**src/rtl/h3_table_lookup.sv**
```systemverilog
// -----------------------------------------------------------------------------
// h3_table_lookup
// Single-way hash-table engine. A request (LOOKUP / INSERT / DELETE) is
// captured on the request handshake, its key is hashed with an H3 matrix to
// select one bucket, the bucket is read, compared and (for INSERT / DELETE)
// updated, and the outcome is returned on the response handshake.
//
// Optional feature macro: H3_TABLE_STATS_EN
//   When defined, adds occupancy_o (number of valid buckets) and
//   collision_cnt_o (saturating count of COLLISION responses).
//
// Ports:
//   clk, reset_n        clock (rising edge), asynchronous active-low reset
//   matrix_i            H3 matrix, one KEY_WIDTH row per address bit; must be
//                       stable while the engine is busy
//   req_valid_i/ready_o request handshake; ready only while idle
//   req_op_i            00 LOOKUP, 01 INSERT, 10 DELETE, 11 reserved
//   req_key_i           request key
//   req_value_i         value to store on INSERT
//   resp_valid_o/ready_i response handshake; outputs held until taken
//   resp_hit_o          stored key matched
//   resp_status_o       00 OK, 01 NOT_FOUND, 10 COLLISION, 11 ILLEGAL_OP
//   resp_value_o        stored (old) value on hit, else zero
//   occupancy_o         (H3_TABLE_STATS_EN) count of valid buckets
//   collision_cnt_o     (H3_TABLE_STATS_EN) saturating collision count
// -----------------------------------------------------------------------------

module h3_hash_function #(
    parameter int KEY_WIDTH      = 32,
    parameter int HASH_ADR_WIDTH = 5
) (
    input  logic [HASH_ADR_WIDTH-1:0][KEY_WIDTH-1:0] matrix,
    input  logic [KEY_WIDTH-1:0]                     key,
    output logic [HASH_ADR_WIDTH-1:0]                hash
);

    function automatic logic parity_of(input logic [KEY_WIDTH-1:0] data);
        return ^data;
    endfunction

    // Each address bit is the parity of the key masked by its matrix row.
    always_comb begin
        hash = {HASH_ADR_WIDTH{1'b0}};
        for (int j = 0; j < HASH_ADR_WIDTH; j++) begin
            hash[j] = parity_of(key & matrix[j]);
        end
    end

endmodule

module h3_table_lookup #(
    parameter int KEY_WIDTH      = 32,
    parameter int VALUE_WIDTH    = 32,
    parameter int HASH_ADR_WIDTH = 5
) (
    input  logic                                     clk,
    input  logic                                     reset_n,
    input  logic [HASH_ADR_WIDTH-1:0][KEY_WIDTH-1:0] matrix_i,
    input  logic                                     req_valid_i,
    output logic                                     req_ready_o,
    input  logic [1:0]                               req_op_i,
    input  logic [KEY_WIDTH-1:0]                     req_key_i,
    input  logic [VALUE_WIDTH-1:0]                   req_value_i,
    output logic                                     resp_valid_o,
    input  logic                                     resp_ready_i,
    output logic                                     resp_hit_o,
    output logic [1:0]                               resp_status_o,
    output logic [VALUE_WIDTH-1:0]                   resp_value_o
`ifdef H3_TABLE_STATS_EN
    ,
    output logic [HASH_ADR_WIDTH:0]                  occupancy_o,
    output logic [15:0]                              collision_cnt_o
`endif
);

    localparam int DEPTH = 2 ** HASH_ADR_WIDTH;

    localparam logic [1:0] OP_LOOKUP = 2'b00;
    localparam logic [1:0] OP_INSERT = 2'b01;
    localparam logic [1:0] OP_DELETE = 2'b10;

    localparam logic [1:0] STS_OK        = 2'b00;
    localparam logic [1:0] STS_NOT_FOUND = 2'b01;
    localparam logic [1:0] STS_COLLISION = 2'b10;
    localparam logic [1:0] STS_ILLEGAL   = 2'b11;

    typedef enum logic [1:0] {
        ST_IDLE = 2'd0,
        ST_READ = 2'd1,
        ST_CMP  = 2'd2,
        ST_RESP = 2'd3
    } state_t;

    state_t                    state_r, state_s;
    logic [1:0]                op_r;
    logic [KEY_WIDTH-1:0]      key_r;
    logic [VALUE_WIDTH-1:0]    value_r;
    logic [HASH_ADR_WIDTH-1:0] adr_s;

    logic [DEPTH-1:0]          valid_r;
    logic [KEY_WIDTH-1:0]      key_mem   [DEPTH];
    logic [VALUE_WIDTH-1:0]    value_mem [DEPTH];

    logic                      rd_valid_r;
    logic [KEY_WIDTH-1:0]      rd_key_r;
    logic [VALUE_WIDTH-1:0]    rd_value_r;

    logic                      accept_s;
    logic                      resp_done_s;
    logic                      match_s;
    logic                      wr_key_s, wr_value_s, valid_set_s, valid_clr_s;
    logic                      resp_hit_s;
    logic [1:0]                resp_status_s;
    logic [VALUE_WIDTH-1:0]    resp_value_s;

    logic                      resp_valid_r, resp_hit_r;
    logic [1:0]                resp_status_r;
    logic [VALUE_WIDTH-1:0]    resp_value_r;

    // The address is recomputed from the captured key every cycle; matrix_i
    // is held stable by the feeder while busy, so READ and CMP see the same bucket.
    h3_hash_function #(
        .KEY_WIDTH      (KEY_WIDTH),
        .HASH_ADR_WIDTH (HASH_ADR_WIDTH)
    ) u_hash (
        .matrix (matrix_i),
        .key    (key_r),
        .hash   (adr_s)
    );

    assign accept_s    = (state_r == ST_IDLE) & req_valid_i;
    assign resp_done_s = (state_r == ST_RESP) & resp_valid_r & resp_ready_i;
    assign match_s     = rd_valid_r & (rd_key_r == key_r);

    // FSM state register.
    always_ff @(posedge clk or negedge reset_n) begin
        if (!reset_n) begin
            state_r <= ST_IDLE;
        end else begin
            state_r <= state_s;
        end
    end

    // Next-state logic plus the compare/update decision taken in CMP.
    always_comb begin
        state_s       = state_r;
        wr_key_s      = 1'b0;
        wr_value_s    = 1'b0;
        valid_set_s   = 1'b0;
        valid_clr_s   = 1'b0;
        resp_hit_s    = 1'b0;
        resp_status_s = STS_NOT_FOUND;
        resp_value_s  = {VALUE_WIDTH{1'b0}};
        case (state_r)
            ST_IDLE: begin
                if (req_valid_i) begin
                    state_s = ST_READ;
                end else begin
                    state_s = ST_IDLE;
                end
            end
            ST_READ: begin
                state_s = ST_CMP;
            end
            ST_CMP: begin
                state_s = ST_RESP;
                case (op_r)
                    OP_LOOKUP: begin
                        if (match_s) begin
                            resp_hit_s    = 1'b1;
                            resp_status_s = STS_OK;
                            resp_value_s  = rd_value_r;
                        end else begin
                            resp_status_s = STS_NOT_FOUND;
                        end
                    end
                    OP_INSERT: begin
                        if (!rd_valid_r) begin
                            wr_key_s      = 1'b1;
                            wr_value_s    = 1'b1;
                            valid_set_s   = 1'b1;
                            resp_status_s = STS_OK;
                        end else if (match_s) begin
                            // Overwrite keeps the key; the old value is returned.
                            wr_value_s    = 1'b1;
                            resp_hit_s    = 1'b1;
                            resp_status_s = STS_OK;
                            resp_value_s  = rd_value_r;
                        end else begin
                            resp_status_s = STS_COLLISION;
                        end
                    end
                    OP_DELETE: begin
                        if (match_s) begin
                            valid_clr_s   = 1'b1;
                            resp_hit_s    = 1'b1;
                            resp_status_s = STS_OK;
                            resp_value_s  = rd_value_r;
                        end else begin
                            resp_status_s = STS_NOT_FOUND;
                        end
                    end
                    default: begin
                        resp_status_s = STS_ILLEGAL;
                    end
                endcase
            end
            ST_RESP: begin
                if (resp_ready_i) begin
                    state_s = ST_IDLE;
                end else begin
                    state_s = ST_RESP;
                end
            end
            default: begin
                state_s = ST_IDLE;
            end
        endcase
    end

    // Request capture on the accept edge.
    always_ff @(posedge clk or negedge reset_n) begin
        if (!reset_n) begin
            op_r    <= 2'b00;
            key_r   <= {KEY_WIDTH{1'b0}};
            value_r <= {VALUE_WIDTH{1'b0}};
        end else if (accept_s) begin
            op_r    <= req_op_i;
            key_r   <= req_key_i;
            value_r <= req_value_i;
        end
    end

    // Bucket valid flags (cleared by reset) and the registered valid read.
    always_ff @(posedge clk or negedge reset_n) begin
        if (!reset_n) begin
            valid_r    <= {DEPTH{1'b0}};
            rd_valid_r <= 1'b0;
        end else begin
            if (state_r == ST_READ) begin
                rd_valid_r <= valid_r[adr_s];
            end
            if (valid_set_s) begin
                valid_r[adr_s] <= 1'b1;
            end else if (valid_clr_s) begin
                valid_r[adr_s] <= 1'b0;
            end
        end
    end

    // Key/value RAM: synchronous read in READ, write in CMP. Writes are gated
    // by the reset-cleared state, so an interrupted request never commits.
    always_ff @(posedge clk) begin
        if (state_r == ST_READ) begin
            rd_key_r   <= key_mem[adr_s];
            rd_value_r <= value_mem[adr_s];
        end
        if (wr_key_s) begin
            key_mem[adr_s] <= key_r;
        end
        if (wr_value_s) begin
            value_mem[adr_s] <= value_r;
        end
    end

    // Response registers: loaded leaving CMP, held through RESP.
    always_ff @(posedge clk or negedge reset_n) begin
        if (!reset_n) begin
            resp_valid_r  <= 1'b0;
            resp_hit_r    <= 1'b0;
            resp_status_r <= STS_OK;
            resp_value_r  <= {VALUE_WIDTH{1'b0}};
        end else if (state_r == ST_CMP) begin
            resp_valid_r  <= 1'b1;
            resp_hit_r    <= resp_hit_s;
            resp_status_r <= resp_status_s;
            resp_value_r  <= resp_value_s;
        end else if (resp_done_s) begin
            resp_valid_r  <= 1'b0;
        end
    end

    assign req_ready_o   = (state_r == ST_IDLE);
    assign resp_valid_o  = resp_valid_r;
    assign resp_hit_o    = resp_hit_r;
    assign resp_status_o = resp_status_r;
    assign resp_value_o  = resp_value_r;

`ifdef H3_TABLE_STATS_EN
    logic [HASH_ADR_WIDTH:0] occupancy_r;
    logic [15:0]             collision_cnt_r;

    // Occupancy follows the valid flags; collision count saturates at all-ones.
    always_ff @(posedge clk or negedge reset_n) begin
        if (!reset_n) begin
            occupancy_r     <= {(HASH_ADR_WIDTH+1){1'b0}};
            collision_cnt_r <= 16'h0000;
        end else begin
            if (valid_set_s) begin
                occupancy_r <= occupancy_r + {{HASH_ADR_WIDTH{1'b0}}, 1'b1};
            end else if (valid_clr_s) begin
                occupancy_r <= occupancy_r - {{HASH_ADR_WIDTH{1'b0}}, 1'b1};
            end
            if ((state_r == ST_CMP) && (resp_status_s == STS_COLLISION) &&
                (collision_cnt_r != 16'hFFFF)) begin
                collision_cnt_r <= collision_cnt_r + 16'h0001;
            end
        end
    end

    assign occupancy_o     = occupancy_r;
    assign collision_cnt_o = collision_cnt_r;
`endif

endmodule

```
**config.mk**
```make
export PLATFORM = sky130hd
export DESIGN_NAME = h3_table_lookup
export DESIGN_NICKNAME = d
export VERILOG_FILES = /design/src/rtl/h3_table_lookup.sv
export SDC_FILE = /design/constraint.sdc
export NUM_CORES = 2
export LEC_CHECK = 0
export ABC_AREA = 1
export BUFFER_PORTS_ARGS = -buffer_cell sky130_fd_sc_hd__buf_2
export CAP_MARGIN = 20
export CORE_MARGIN = 4
export CORE_UTILIZATION = 55
export CTS_CLUSTER_SIZE = 16
export DETAILED_ROUTE_END_ITERATION = 16
export PLACE_DENSITY = 0.72
export SLEW_MARGIN = 30
export SYNTH_ARGS = -nofsm -noshare
export SYNTH_HDL_FRONTEND = slang
export SYNTH_HIERARCHICAL = 1
export SYNTH_SLANG_ARGS = --single-unit
```
**constraint.sdc**
```tcl
create_clock -name clk -period 5.65 [get_ports clk]
set_input_delay 1.13 -clock clk [delete_from_list [all_inputs] [get_ports clk]]
set_output_delay 1.13 -clock clk [all_outputs]
set_load 0.02 [all_outputs]
```
# Word level (Yosys, flattened, before mapping)

Memory sizes are Yosys's and may differ from the RTL's. A register that Yosys moved wholly into a read port is not among the register bits.
Cells that the tools add are included.

$lt $le $gt $ge: 2
Eq/ne operators: 6
Multiplexer cells: 33
Bitwise gates (word level): 12
Reductions and logical operators: 11

Operators with widths:

| operator                                                           | count |
|---|---|
| bitwise AND 32 bit                                                 | 6 |
| parity 32 bit                                                      | 5 |
| 2-to-1 mux 32 bit                                                  | 4 |
| case mux 32 bit (2 select lines)                                   | 1 |
| == test 32 bit                                                     | 1 |
| inverter 32 bit                                                    | 1 |
| bitwise OR 32 bit                                                  | 1 |
| 2-to-1 mux 1 bit                                                   | 20 |
| case mux 2 bit (4 select lines)                                    | 1 |
| == test 2 bit (second input constant)                              | 3 |
| less-than comparator 5 x 6 -> 1 bit (second input constant)        | 1 |
| 2-to-1 mux 2 bit                                                   | 3 |
| binary-select mux 1 bit (select 5 bit)                             | 1 |
| demux 1 bit (select 5 bit)                                         | 1 |
| greater-or-equal comparator 5 x 1 -> 1 bit (second input constant) | 1 |
| bitwise AND 1 bit                                                  | 4 |
| == test 2 x 1 -> 1 bit (second input constant)                     | 2 |
| logical NOT 2 bit                                                  | 2 |
| case mux 2 bit (2 select lines)                                    | 1 |
| nonzero test 2 bit                                                 | 2 |
| case mux 1 bit (2 select lines)                                    | 1 |
| OR reduction 2 bit                                                 | 1 |
| logical AND 1 bit                                                  | 1 |

Bits in registers: 137
RAM bits: 2,048
Input bits: 230
Output and inout bits: 37
Logic and storage cells: 76
Memories: 2

Memory list:

| name      | depth | width | read ports | clocked after Yosys merged registers in | wr ports | line | RTL |
|---|---|---|---|---|---|---|---|
| key_mem   | 32    | 32    | 1          | 1                                       | 1        | 101  | `logic [KEY_WIDTH-1:0] key_mem [DEPTH];` |
| value_mem | 32    | 32    | 1          | 1                                       | 1        | 102  | `logic [VALUE_WIDTH-1:0] value_mem [DEPTH];` |

# Depth between registers and ports, before layout

Depth in word-level cells: 10
Depth in mapped cells: 27
Mapped depth without buffers: 24

# By module

The synthesis kept the hierarchy.

By module, submodules not included:

| module           | instances | cells each | area an instance (um^2) | sequential area each (um^2) |
|---|---|---|---|---|
| h3_table_lookup  | 1         | 5,205      | 83,849.2                | 66,849.1 |
| h3_hash_function | 1         | 941        | 4,017.6                 | 0.0 |

# Least setup slack after synthesis

No wires, ideal clock.

Path type: input to register
Start point: input port matrix_i[69] in the netlist's numbering
End point: memory key_mem[31][0], enable pin
Setup time: 0.423 ns
Data arrival time: 4.314 ns
Required time: 5.227 ns
Slack: 0.913 ns
Cell stages on the path: 19
Path buffers: 3
Cells stage by stage: nand2_1 xnor2_1 nand2_1 nand2_1 nand2_1 nand2_1 nand2_1 nand2_1 nand2_1 nand2_1 buf_2 inv_2 nor3_1 inv_2 buf_2 buf_2 nor2_1 inv_1 nor2_1

Word-level cells in the longest chain between the ends: 2

Ends and longest elaborated chain:

| item               | line | RTL |
|---|---|---|
| start: declaration | 58   | `input logic [HASH_ADR_WIDTH-1:0][KEY_WIDTH-1:0] matrix_i,` |
| bitwise AND 32 bit | 45   | `hash[j] = parity_of(key & matrix[j]);` |
| parity 32 bit      | 38   | `return ^data;` |
| via adr_s[2]       | 98   | `logic [HASH_ADR_WIDTH-1:0] adr_s;` |
| end: declaration   | 101  |  |

The timed path passes the listed nets, and every way through them passes these cells.

# Worst setup path in the final report

Start point: register key_r[19]
End point: memory value_mem[25][10], enable pin

Elaborated cells between the ends (all ways): 18
Classes of those cells: eq/ne (1); mux (6); bitwise (6); reduce/logical (5)

RTL lines:

| item                     | line | RTL |
|---|---|---|
| start: declaration       | 96   | `logic [KEY_WIDTH-1:0] key_r;` |
| start signal: assignment | 225  | `key_r <= {KEY_WIDTH{1'b0}};` |
| start signal: assignment | 229  | `key_r <= req_key_i;` |
| bitwise AND 32 bit       | 45   |  |
| parity 32 bit            | 38   |  |
| via adr_s[2]             | 98   |  |
| end: declaration         | 102  |  |

The timed path passes the listed nets, and every way through them passes these cells.

==> results.yml <==
critical_path:
  crit_start: "key_r[19]"
  crit_path_frequent_cell: "nand2_1"
  crit_type: "flop to flop"
  critPathTopFamily: "simple AND/OR/NAND/NOR gates"
  r2r-start: "key_r[19]"
  cpMaxStageDelayCell: "dfrtp_1"
  arrival_ps: 5130
  path_max_fanout: 32
  cp-end-kind: "flop"
  slowest_delay_ps: 940
  path_cells: "nand2_1 > nand3_1 > nand2_1 > inv_1 > nand2_1 > nand2_1 > inv_1 > nand2_1 > nand2_1 > nand2_1 > nand2_1 > nand2_1 > nand2_1 > nor3_1 > inv_4 > nor2_1 > inv_1 > nor2_4 > buf_4"
  worstPathRequired_ps: 6110
  crit_path_start_kind: "flop"
  cp_num_buf_inv: 5
clock_network:
  cts.sinks: 2249
  clk_pin_slew_ps: 60
  worstSkewPairLatency_ps: 870
  cts_tree: "done"
  cts_resized: 0
  clock_path_buffers: 3
  cts-buffers-inserted: 212
  htreeDepth: 4
  cts_setup_buffers: 0
  root_buffer: "clkbuf_16"
  cts_hold_buf: 0
place:
  routabilityCongestion: 0.843
  dpl-instance-area_um2: 93200
  place_hpwl_um: 127000
  numPortBuffers: 266
timing:
  tns_ps: 0
  hold_viol_final: 0
  post-route-period-util_pct: 82.7
  final-max-slew-violation-count: 0
  slew_headroom_pct: 33.4
  rsz0062_at_grt: "no"
  finalClockSkew_ps: 55.6
  period_minus_slack_ps: 4670
  worst_pin_slew_ps: 998
  fmax_mhz: 214
  setup_viol: 0
floorplanning:
  die_x_um: 408
  fp.dieArea_um2: 166000
  fp.dieH_um: 408
  num_io_pins: 267
  num_rows: 146
  core_um2: 159000
  initial_utilization_pct: 55.4
synthesis:
  seq_area_frac_synth_pct: 76.1
  netlist_area_um2: 87900
  synth_edf_count: 2112
  ys.flop_type: "edfxtp_1"
  ys_types: 28
  netlist_instances: 6146
  ys.warnings.count: 6
  synth_area_per_cell_um2: 14.3
  syn-num-nets: 6376
  ys_seq_elements: 2249
  ys_async_sr_fraction_pct: 6.09
global_routing:
  grt-ovfl-total: 0
  grt_first_pass_wirelength_um: 354000
  grt_use_total_pct: 28.7
  grt_max_degree: 153
  grt_pass1_vias: 54000
  antenna_found_initial: 2
route:
  firstDrtPassIters: 6
  drc: 0
  drt-vias-per-instance: 6.37
  vias: 55700
  wl_um: 245000
  drtAntennaViolNets: 0
  drt-wirelength-per-cell_um: 28.0
  drtIter0Drc: 8028
cells_and_area:
  area_delta_synth_final_pct: 14.1
  drive_gt1_share_pct: 15.6
  final_common_cell: "edfxtp_1"
  fin_area_um2: 100000
  mostFrequentLayoutCells: "2112 x edfxtp_1, 1074 x nand2_1, 1038 x a22oi_1"
  fill_cells: 11200
  final_nets: 6706
hold_path:
  min_path_type: "input pin to asynchronous set/reset pin"
status:
  status: "complete, no violations"
run:
  cap_violations: 0
## path summary, 6_finish.rpt
| check | depth (start not counted) | to | slack [ps] |
|---|---|---|---|
| worst max-delay path | 19 | value_mem[25][10] | 980 |
| worst min-delay path | 1 | resp_value_o[22] | 320 |
| worst min register to register | 2 | resp_value_o[8] | 440 |
| min in group clk | 2 | resp_value_o[8] | 440 |
| max in group asynchronous | 2 | key_r[24] | 4080 |
| worst max register to register | 19 | value_mem[25][10] | 980 |
## registers in the layout, summed over array words and instances (netlist names), named ones only
register	count
rd_key_r	32
value_r	32
key_mem	1024
resp_valid_o	1
key_r	32
resp_value_o	32
resp_hit_o	1
rd_valid_r	1
value_mem	1024
resp_status_o	2
op_r	2
state_r	2
rd_value_r	32
## metal layers
layer	routed length [um]	up-vias	part of all wire [%]	track usage (%)
met2	116000	3506	48	45.5
li1	-	23800	-	-
met3	27700	458	11	5.90
met5	0	-	0	0
met1	93600	27900	38	40.6
met4	7130	0	2.9	8.70
## cell families (layout without fill, tap and decap cells)
kind of cell | count (synthesis) | count (layout) | synth area share, %
AND/OR/NAND/NOR | 1642 | 1642 | 7.85
AO/OA/AOI/OAI | 1585 | 1585 | 12.0
buffers and inverters | 553 | 1071 | 2.80
other | 0 | 3 | 0
multiplexers | 37 | 37 | 0.474
flip-flops | 2249 | 2249 | 76.1
XOR/XNOR | 80 | 80 | 0.806
## per-stage QoR
stage	instances	utilization, %	hold WS [ps]	setup slack (ps)
after CTS	8736	63.2	313	1070
after global placement	8334	58.8	426	851
after floorplan	6146	-	418	913
final	8739	63.2	318	976
after detailed placement	8334	58.8	426	803
after global routing	8738	63.2	343	706
## layout make-up
type                            instances  area, um2  area share [%]
Clock buffer                          280       5690            5.68
Timing Repair Buffer                  439       3810            3.81
Inverter                              230        878           0.876
Sequential cell                      2249      66900            66.7
Multi-Input combinational cell       3344      19100            19.1
Clock inverter                        122       1250            1.24
Antenna cell                            3       7.51         0.00749
Tap cell                             2072       2590            2.59
## cells in the mapped netlist, types with 37 or more instances
cell type	n	area share, %
nor3_1	72	0.41
xor2_1	37	0.37
buf_2	155	0.88
nor2_1	221	0.94
or2_2	134	0.95
a22oi_1	1038	8.9
nand2_1	1082	4.6
edfxtp_1	2112	72
inv_1	218	0.93
a21oi_1	543	3.1
xnor2_1	42	0.42
buf_1	39	0.17
mux2_2	37	0.47
clkbuf_1	92	0.39
dfrtp_1	137	3.9
or2_1	48	0.34
Power is left out: the tool's default activity adds up to more than one toggle a clock period on the data nets, which glitch-free logic cannot reach.
